### src/rtl/alu_op_sequencer.sv
// Command FIFO and issue stage feeding the 16-bit accumulator ALU breadboard.
// Issues one queued command per clock, NO-OP when idle, halts on breadboard error.
module alu_op_sequencer #(
   parameter int DEPTH  = 8,
   parameter int DATA_W = 16,
   parameter int OP_W   = 4,
   localparam int CW    = $clog2(DEPTH + 1),
   localparam int PW    = $clog2(DEPTH)
) (
   input  logic              Clk,
   input  logic              Reset,
   input  logic              InValid,
   output logic              InReady,
   input  logic [OP_W-1:0]   InOpCode,
   input  logic [DATA_W-1:0] InOperand,
   input  logic              Flush,
   input  logic              ErrClear,
   input  logic [1:0]        Error,
   output logic [OP_W-1:0]   OutOpCode,
   output logic [DATA_W-1:0] OutInputA,
   output logic              OutIssued,
   output logic [1:0]        ErrSticky,
   output logic              Halted,
   output logic [CW-1:0]     Count,
   output logic [15:0]       IssueCnt
);

   typedef enum logic {RUN, HALT} state_t;

   localparam logic [CW-1:0] FULL = CW'(DEPTH);

   state_t                   state_q, state_d;
   logic [OP_W+DATA_W-1:0]   mem_q [DEPTH];
   logic [PW-1:0]            wr_q, wr_d;
   logic [PW-1:0]            rd_q, rd_d;
   logic [CW-1:0]            count_q, count_d;
   logic [OP_W-1:0]          op_q, op_d;
   logic [DATA_W-1:0]        a_q, a_d;
   logic                     iss_q, iss_d;
   logic [1:0]               sticky_q, sticky_d;
   logic [15:0]              icnt_q, icnt_d;
   logic                     err, push, pop, wr_en;

   assign InReady = (count_q != FULL);

   always_comb begin
      state_d  = state_q;
      wr_d     = wr_q;
      rd_d     = rd_q;
      count_d  = count_q;
      op_d     = '0;
      a_d      = '0;
      iss_d    = 1'b0;
      sticky_d = sticky_q;
      icnt_d   = icnt_q;
      wr_en    = 1'b0;

      // Only a real command on the bus can fault; filler NO-OPs cannot.
      err  = iss_q & (|Error);
      push = InValid & InReady;
      pop  = (state_q == RUN) & (count_q != '0) & ~err & ~Flush;

      if (Flush) begin
         wr_d    = '0;
         rd_d    = '0;
         count_d = '0;
      end else begin
         if (pop) begin
            {op_d, a_d} = mem_q[rd_q];
            iss_d       = 1'b1;
            rd_d        = rd_q + 1'b1;
            icnt_d      = icnt_q + 16'd1;
         end
         if (push) begin
            wr_en = 1'b1;
            wr_d  = wr_q + 1'b1;
         end
         count_d = count_q + CW'(push) - CW'(pop);
      end

      if (err) begin
         sticky_d = Error;
         state_d  = HALT;
      end else if (ErrClear) begin
         sticky_d = '0;
         state_d  = RUN;
      end
   end

   always_ff @(posedge Clk) begin
      if (Reset) begin
         state_q  <= RUN;
         wr_q     <= '0;
         rd_q     <= '0;
         count_q  <= '0;
         op_q     <= '0;
         a_q      <= '0;
         iss_q    <= 1'b0;
         sticky_q <= '0;
         icnt_q   <= '0;
      end else begin
         state_q  <= state_d;
         wr_q     <= wr_d;
         rd_q     <= rd_d;
         count_q  <= count_d;
         op_q     <= op_d;
         a_q      <= a_d;
         iss_q    <= iss_d;
         sticky_q <= sticky_d;
         icnt_q   <= icnt_d;
      end
   end

   always_ff @(posedge Clk) begin
      if (!Reset && wr_en)
         mem_q[wr_q] <= {InOpCode, InOperand};
   end

   assign OutOpCode = op_q;
   assign OutInputA = a_q;
   assign OutIssued = iss_q;
   assign ErrSticky = sticky_q;
   assign Halted    = (state_q == HALT);
   assign Count     = count_q;
   assign IssueCnt  = icnt_q;

endmodule

### config.mk
export PLATFORM = sky130hd
export DESIGN_NAME = alu_op_sequencer
export DESIGN_NICKNAME = d
export VERILOG_FILES = /design/src/rtl/alu_op_sequencer.sv
export SDC_FILE = /design/constraint.sdc
export NUM_CORES = 1
export LEC_CHECK = 0
export ABC_AREA = 1
export BUFFER_PORTS_ARGS = -buffer_cell sky130_fd_sc_hd__buf_4
export CAP_MARGIN = 40
export CORE_ASPECT_RATIO = 1.25
export CORE_MARGIN = 4
export CORE_UTILIZATION = 45
export DETAILED_ROUTE_END_ITERATION = 10
export PLACE_DENSITY = 0.76
export SKIP_CTS_REPAIR_TIMING = 1
export SLEW_MARGIN = 20
export SYNTH_ARGS = -nofsm -noshare
export SYNTH_HDL_FRONTEND = slang
export SYNTH_SLANG_ARGS = --single-unit
### constraint.sdc
create_clock -name Clk -period 2.8 [get_ports Clk]
set_clock_uncertainty 0.1 [all_clocks]
set_input_delay 0.28 -clock Clk [delete_from_list [all_inputs] [get_ports Clk]]
set_output_delay 0.28 -clock Clk [all_outputs]
set_load 0.005 [all_outputs]
==> results.py, run 1 <==
metrics = {
    "detailed_routing": {
        "drt-met1-wl_mm": 6.93,
        "post_drt_wl_per_cell_um": 16.0,
        "maxUsedRoutingLayer": "met4",
        "wirelength_mm": 17.5,
        "first_pass_iters": 4,
        "ant_nets": 0,
        "first_iter_violations": 423,
        "drc_errors": 0,
        "num_vias": 5635,
        "met2WireLength_mm": 9.21,
        "wl_met3_um": 942,
        "avgViaCountPerCell": 5.16,
    },
    "finish": {
        "antenna_cells": 0,
        "fill_cells": 1446,
        "final_core_util_pct": 55.8,
        "register_area_um2": 5810,
        "multi_input_area_um2": 2150,
        "finalNonFillerCells": 1092,
        "area_growth_pct": 21.4,
        "drive_gt1_share_pct": 16.2,
        "fin_nets": 886,
    },
    "sta": {
        "grt_setup_unrepaired": "false",
        "hold_viol_final": 2,
        "whs_ps": -22.1,
        "worstMarginPinSlew_ps": 752,
        "tns_ps": 0,
        "min_period_over_period_pct": 81.7,
        "worst_slack_ps": 513,
        "relSlewSlack_pct": 49.8,
        "min_period_ps": 2290,
        "fmax_ghz": 0.437,
        "setup_violations": 0,
        "slew_violations": 0,
    },
    "cts": {
        "clock-root-buffer": "clkbuf_16",
        "clock_latency_ps": 490,
        "cts_buffers": 21,
        "cts_sinks": 210,
        "cts_tree": "built",
        "clk_pin_slew_worst_paths_ps": 60,
        "cts.htree.levels": 1,
        "clock_path_buffers": 3,
    },
    "logic_synthesis": {
        "ys_ff_latch": 210,
        "synth_area_um2": 8310,
        "synth_most_common_cell": "nor2_1",
        "yosys-top-cells-area": "edfxtp_1 (58%), dfxtp_1 (12%), nor2_1 (7.7%)",
        "synth.avg_cell_area_um2": 11.0,
        "async_reset_ff_share_pct": 0,
        "yosysTopAreaCell": "edfxtp_1",
        "ys_warn_count": 0,
        "syn_nets": 790,
        "netlist-cell-type-count": 28,
        "syn_inst": 754,
        "yosysSeqAreaShare_pct": 69.8,
        "synth_top_area_share_pct": 57.8,
        "synth_edf_count": 160,
        "synthTopCellsByCount": "nor2_1 (171), edfxtp_1 (160), nand2_1 (95), o21ai_0 (81), inv_1 (51)",
        "synth_ff_type": "edfxtp_1",
    },
    "global_routing": {
        "antenna_found_initial": 0,
        "grt.total_usage_pct": 16.5,
        "grt_pass1_wl_mm": 27.5,
        "grt.overflow.total": 0,
        "grt_max_degree": 83,
        "grt_pass1_vias": 5575,
    },
    "worst_setup_path": {
        "cp.required_ps": 3120,
        "worstPathArrival_ps": 2610,
        "worst_setup_path_start_kind": "flip-flop",
        "max_stage_delay_ps": 370,
        "path_class": "flip-flop to flip-flop",
        "crit_top_cell": "inv_1",
        "cp_cell_sequence": "inv_1 -> ha_1 -> nor3b_2 -> nor2_4 -> inv_2 -> nor2_1 -> inv_1 -> nand2_1 -> ha_1 -> inv_1 -> fa_1 -> xor2_1 -> nor2_1",
        "slowest_stage": "fa_1",
        "worstSetupEndpointType": "flip-flop",
        "worst-path-max-fanout": 6,
    },
    "place": {
        "gp_congestion": 0.784,
        "pre_cts_slack_ps": 512,
        "hpwl_mm": 10.2,
        "dp.cells": 1034,
        "port_buffers": 71,
    },
    "die": {
        "dieWidth_um": 130,
        "fp-row-count": 55,
        "start_util_pct": 45.9,
        "ioPinCount": 72,
        "dieArea_um2": 20700,
        "fp.dieH_um": 160,
        "core-area_um2": 18100,
    },
    "power_and_ir_drop": {
        "ir_drop_mv": 0.382,
        "power_density_nw_per_um2": 678,
        "p_leak_nw": 3.76,
        "finalPower_mw": 6.84,
    },
    "run": {
        "cap_violations": 0,
    },
    "status": {
        "failed_checks": "negative hold slack",
        "status": "complete, but fails checks",
    },
    "min_path": {
        "hold_path.class": "primary input to flip-flop",
    },
}
==> where the power goes <==
part / internal (mW) / switching (mW) / total [mW]
sequential: 3.39 / 0.0264 / 3.42
combinational: 0.183 / 0.285 / 0.469
clock: 1.81 / 1.14 / 2.95
==> final timing paths <==
check | from | cells past startpoint | endpoint | slack [ps]
worst max register to register | Count[2] | 13 | Count[2] | 510
worst max-delay path | Count[2] | 13 | Count[2] | 510
worst min register to register | ErrSticky[1] | 2 | ErrSticky[1] | 370
worst min-delay path | ErrClear | 4 | ErrSticky[0] | -20
==> cell families (layout without fill, tap and decap cells) <==
family	count (synthesis)	count (layout)	synth area share, %
AND/OR/NAND/NOR	308	308	15.0
flip-flops	210	210	69.8
XOR/XNOR	1	1	0.105
AO/OA/AOI/OAI	135	135	9.03
buffers and inverters	91	201	4.59
adder cells (fa/ha/maj)	9	9	1.45
==> critical path, delay by kind of cell, from the launching register on <==
kind / cells / cell delay [ps]
adders and majority gates: 3 / 730
and+or+nand+nor: 5 / 600
xor gates and xnor gates: 1 / 150
buffers and inverters: 4 / 300
DFF: 1 / 340
==> cells in the final DEF, fill, tap and decap left out, drive strengths merged, types with 21 or more instances in the layout <==
master	n
buf	89
clkbuf	25
dfxtp	50
dlygate4sd3	21
edfxtp	160
inv	55
nand2	95
nand3	25
nor2	175
o21ai	84
==> flip-flops by register name (all words and copies together) (netlist names) <==
register   count
mem_q        160
IssueCnt      16
OutInputA     16
Count          4
OutOpCode      4
rd_q           3
wr_q           3
ErrSticky      2
Halted         1
OutIssued      1
==> through the flow <==
stage	area, um^2	hold slack [ps]
6_report	10100	-22.1
3_3_place_gp	9140	371
5_1_grt	10100	8.63
2_1_floorplan	8310	249
3_5_place_dp	9140	371
4_1_cts	9880	-99.5
==> metal layers <==
| layer | track usage [%] | vias to the layer above |
|---|---|---|
| li1 | - | 2774 |
| met1 | 19.8 | 2663 |
| met2 | 29.6 | 166 |
| met3 | 3.01 | 32 |
| met4 | 5.39 | 0 |
| met5 | 0 | - |
==> final cells by class <==
cell class	instances	share of cell area [%]
clock buffers	25	5.55
clock inverters	12	1.77
inverters	54	2.01
multi-input cells	453	21.3
flip-flops and latches	210	57.5
well taps	228	2.83
repair buffers	110	8.95
Power figures use the tool's default switching activity.
==> run 2, diff against run 1 <==
--- a/config.mk
+++ b/config.mk
@@ -5,14 +5,14 @@
 export SDC_FILE = /design/constraint.sdc
 export NUM_CORES = 1
 export LEC_CHECK = 0
-export ABC_AREA = 1
+export ABC_AREA = 0
 export BUFFER_PORTS_ARGS = -buffer_cell sky130_fd_sc_hd__buf_4
 export CAP_MARGIN = 40
 export CORE_ASPECT_RATIO = 1.25
 export CORE_MARGIN = 4
 export CORE_UTILIZATION = 45
 export DETAILED_ROUTE_END_ITERATION = 10
-export PLACE_DENSITY = 0.76
+export PLACE_DENSITY = 0.77
 export SKIP_CTS_REPAIR_TIMING = 1
 export SLEW_MARGIN = 20
 export SYNTH_ARGS = -nofsm -noshare
==> constraint.sdc (replaced) <==
create_clock -name Clk -period 1.97 [get_ports Clk]
set_clock_uncertainty 0.1 [all_clocks]
set_input_delay 0.197 -clock Clk [delete_from_list [all_inputs] [get_ports Clk]]
set_output_delay 0.197 -clock Clk [all_outputs]
set_load 0.005 [all_outputs]
==> run 2 against run 1 <==
  * The run ends with negative setup slack left
  * Non-clock buffer count up 45
  * Largest power group unchanged
  * Critical path depth down 3
  * Fmax up 0.97%
==> results.py, run 2 <==
metrics = {
    "logic_synthesis": {
        "ys_warn_count": 0,
        "synth.avg_cell_area_um2": 17.8,
        "yosys-top-cells-area": "edfxtp_1 (60%), dfxtp_1 (13%), mux4_2 (11%)",
        "yosys.area_share.simple_pct": 6.27,
        "synth_area_um2": 7940,
        "synth_compound_area_share_pct": 2.22,
        "async_reset_ff_share_pct": 0,
        "syn_inst": 445,
        "synth-xor-area-share_pct": 1.21,
        "synth_edf_count": 160,
        "synth_most_common_cell": "edfxtp_1",
        "yosysSeqAreaShare_pct": 73.1,
        "synth_top_area_share_pct": 60.5,
        "synthAdderAreaFrac_pct": 1.51,
        "netlist-cell-type-count": 37,
        "ys_ff_latch": 210,
        "synthTopCellsByCount": "edfxtp_1 (160), dfxtp_1 (50), nor2_1 (41), mux4_2 (40), mux2i_1 (22)",
        "synth_top_family_by_area": "multiplexers",
        "synthMuxAreaShare_pct": 14.1,
        "yosysTopAreaCell": "edfxtp_1",
        "syn_nets": 481,
        "synth_ff_type": "edfxtp_1",
    },
    "global_routing": {
        "grt_pass1_wl_mm": 24.6,
        "grt.overflow.total": 0,
        "met1_usage_pct": 19.4,
        "met2_usage_pct": 28.5,
        "grt.total_usage_pct": 15.8,
        "use_met3_pct": 2.94,
        "grt-busiest-layer": "met2",
        "antenna_found_initial": 0,
        "grt_max_degree": 41,
        "grt_pass1_vias": 4633,
    },
    "sta": {
        "min_period_over_period_pct": 115,
        "fmax_ghz": 0.442,
        "worst_slack_ps": -295,
        "tns_ps": -16920,
        "whs_ps": 135,
        "relSlewSlack_pct": 70.9,
        "min_period_ps": 2260,
        "grt_setup_unrepaired": "true",
        "setup_violations": 107,
        "hold_viol_final": 0,
        "slew_violations": 0,
        "worstMarginPinSlew_ps": 436,
    },
    "detailed_routing": {
        "post_drt_wl_per_cell_um": 20.2,
        "first_pass_iters": 5,
        "ant_nets": 0,
        "drc_errors": 0,
        "avgViaCountPerCell": 5.44,
        "wirelength_mm": 17.1,
        "first_iter_violations": 331,
        "num_vias": 4582,
    },
    "die": {
        "dieWidth_um": 127,
        "dieArea_um2": 19900,
        "fp.dieH_um": 157,
        "ioPinCount": 72,
        "fp-row-count": 54,
        "start_util_pct": 45.6,
        "core-area_um2": 17400,
    },
    "finish": {
        "largest_reg_flops": 160,
        "mostFrequentLayoutCell": "edfxtp_1",
        "fill_cells": 1243,
        "fin_nets": 640,
        "drive_gt1_share_pct": 38.8,
        "top_register": "mem_q",
        "area_growth_pct": 32.0,
        "antenna_cells": 0,
        "mostFrequentLayoutCells": "edfxtp_1 (160), buf_4 (100), dfxtp_1 (46)",
    },
    "worst_setup_path": {
        "cp_cell_sequence": "buf_6 -> inv_4 -> ha_4 -> or3b_4 -> nand3_4 -> xor2_1 -> ha_2 -> inv_2 -> fa_2 -> nor2_1",
        "ff2ff_setup_slack_ps": -290,
        "worstPathArrival_ps": 2540,
        "max_stage_delay_ps": 520,
        "cp_top_family": "adder cells",
        "worstSetupEndpointType": "flip-flop",
        "slowest_stage": "fa_2",
        "cp.required_ps": 2250,
        "path_class": "flip-flop to flip-flop",
        "worst_setup_path_start_kind": "flip-flop",
        "r2r-start": "Count[3]",
        "cp.buffers_inverters": 3,
        "ff2ff_path_depth": 10,
        "worst-path-max-fanout": 3,
        "reg2reg_to": "Count[1]",
    },
    "cts": {
        "cts_buffers": 21,
        "cts_tree": "built",
        "cts_sinks": 210,
        "clock_latency_ps": 490,
        "clock-root-buffer": "clkbuf_16",
        "clk_pin_slew_worst_paths_ps": 60,
        "cts.htree.levels": 1,
        "clock_path_buffers": 3,
    },
    "power_and_ir_drop": {
        "ir_drop_mv": 0.561,
        "p_leak_nw": 3.58,
        "finalPower_mw": 9.76,
        "power_density_nw_per_um2": 931,
    },
    "run": {
        "cap_violations": 0,
    },
    "min_path": {
        "hold_path.class": "primary input to flip-flop",
        "min_to": "IssueCnt[11]",
        "holdPathStages": 4,
        "worstHoldStart": "Reset",
    },
    "place": {
        "gp_congestion": 0.791,
        "port_buffers": 71,
        "pre_cts_slack_ps": -366,
        "hpwl_mm": 9.87,
    },
    "status": {
        "status": "complete, but fails checks",
        "failed_checks": "negative setup slack",
    },
}
==> run 2: cell types whose count changed after synthesis, moves of 5 or more <==
cell / delta
nand2_1: -86
o21ai_0: -77
a21oi_1: +5
nor2_1: -130
inv_1: -44
o211ai_1: -19
o22ai_1: -19
mux2i_1: +22
or4_1: +7
nand3_1: -18
o31ai_1: +7
mux4_2: +40
xor2_1: +9
clkbuf_1: -12
==> run 2: final cells by class <==
class / count / area (um^2) / area share [%]
Sequential cell: 210 / 5810 / 55.4
Multi-Input combinational cell: 209 / 2190 / 20.9
Timing Repair Buffer: 155 / 1480 / 14.1
Clock buffer: 25 / 551 / 5.25
Tap cell: 224 / 280 / 2.67
Clock inverter: 12 / 143 / 1.36
Inverter: 7 / 28.8 / 0.275
==> run 2: worst max-delay path by stage <==
stage	startpoint	end	cells after the start
after detailed placement	Count[2]	mem_q[7][14]	6
after CTS	Count[3]	Count[2]	11
after global placement	Count[2]	mem_q[1][17]	5
final	Count[3]	Count[1]	10
after global routing	Count[2]	Count[2]	11
after floorplan	Count[2]	mem_q[0][0]	7
==> run 2: where the power goes <==
group / leakage (nW) / internal (mW) / total [mW] / switching (mW)
Sequential: 1.85 / 4.84 / 4.88 / 0.0442
Clock: 0.341 / 2.40 / 4.00 / 1.60
Combinational: 1.39 / 0.480 / 0.875 / 0.395
Total: 3.58 / 7.72 / 9.76 / 2.04
==> run 2: kinds of logic (layout without fill, tap and decap cells) <==
group,Yosys count,count (layout)
buffers and inverters,29,199
adders and majority gates,9,9
DFF,210,210
and+or+nand+nor,95,98
muxes,62,62
xor gates and xnor gates,11,11
AOI/OAI and AO/OA,29,29
==> run 2: layer usage <==
metal	wire length, um	vias up
met3	1010	38
met4	503	0
met5	0	-
li1	-	2069
met2	9070	173
met1	6470	2302
==> run 2: tightest hold or removal path: stages <==
cell	delay [ps]
buf_4	80
buf_4	100
buf_4	250
a21oi_2	50
==> run 2: through the flow <==
stage | std cells | util, % | area [um^2]
2_1_floorplan | 445 | - | 8050
6_report | 842 | 60.1 | 10500
3_5_place_dp | 756 | 52.4 | 9140
4_1_cts | 793 | 56.4 | 9840
3_3_place_gp | 755 | 52.4 | 9130
5_1_grt | 842 | 60.1 | 10500
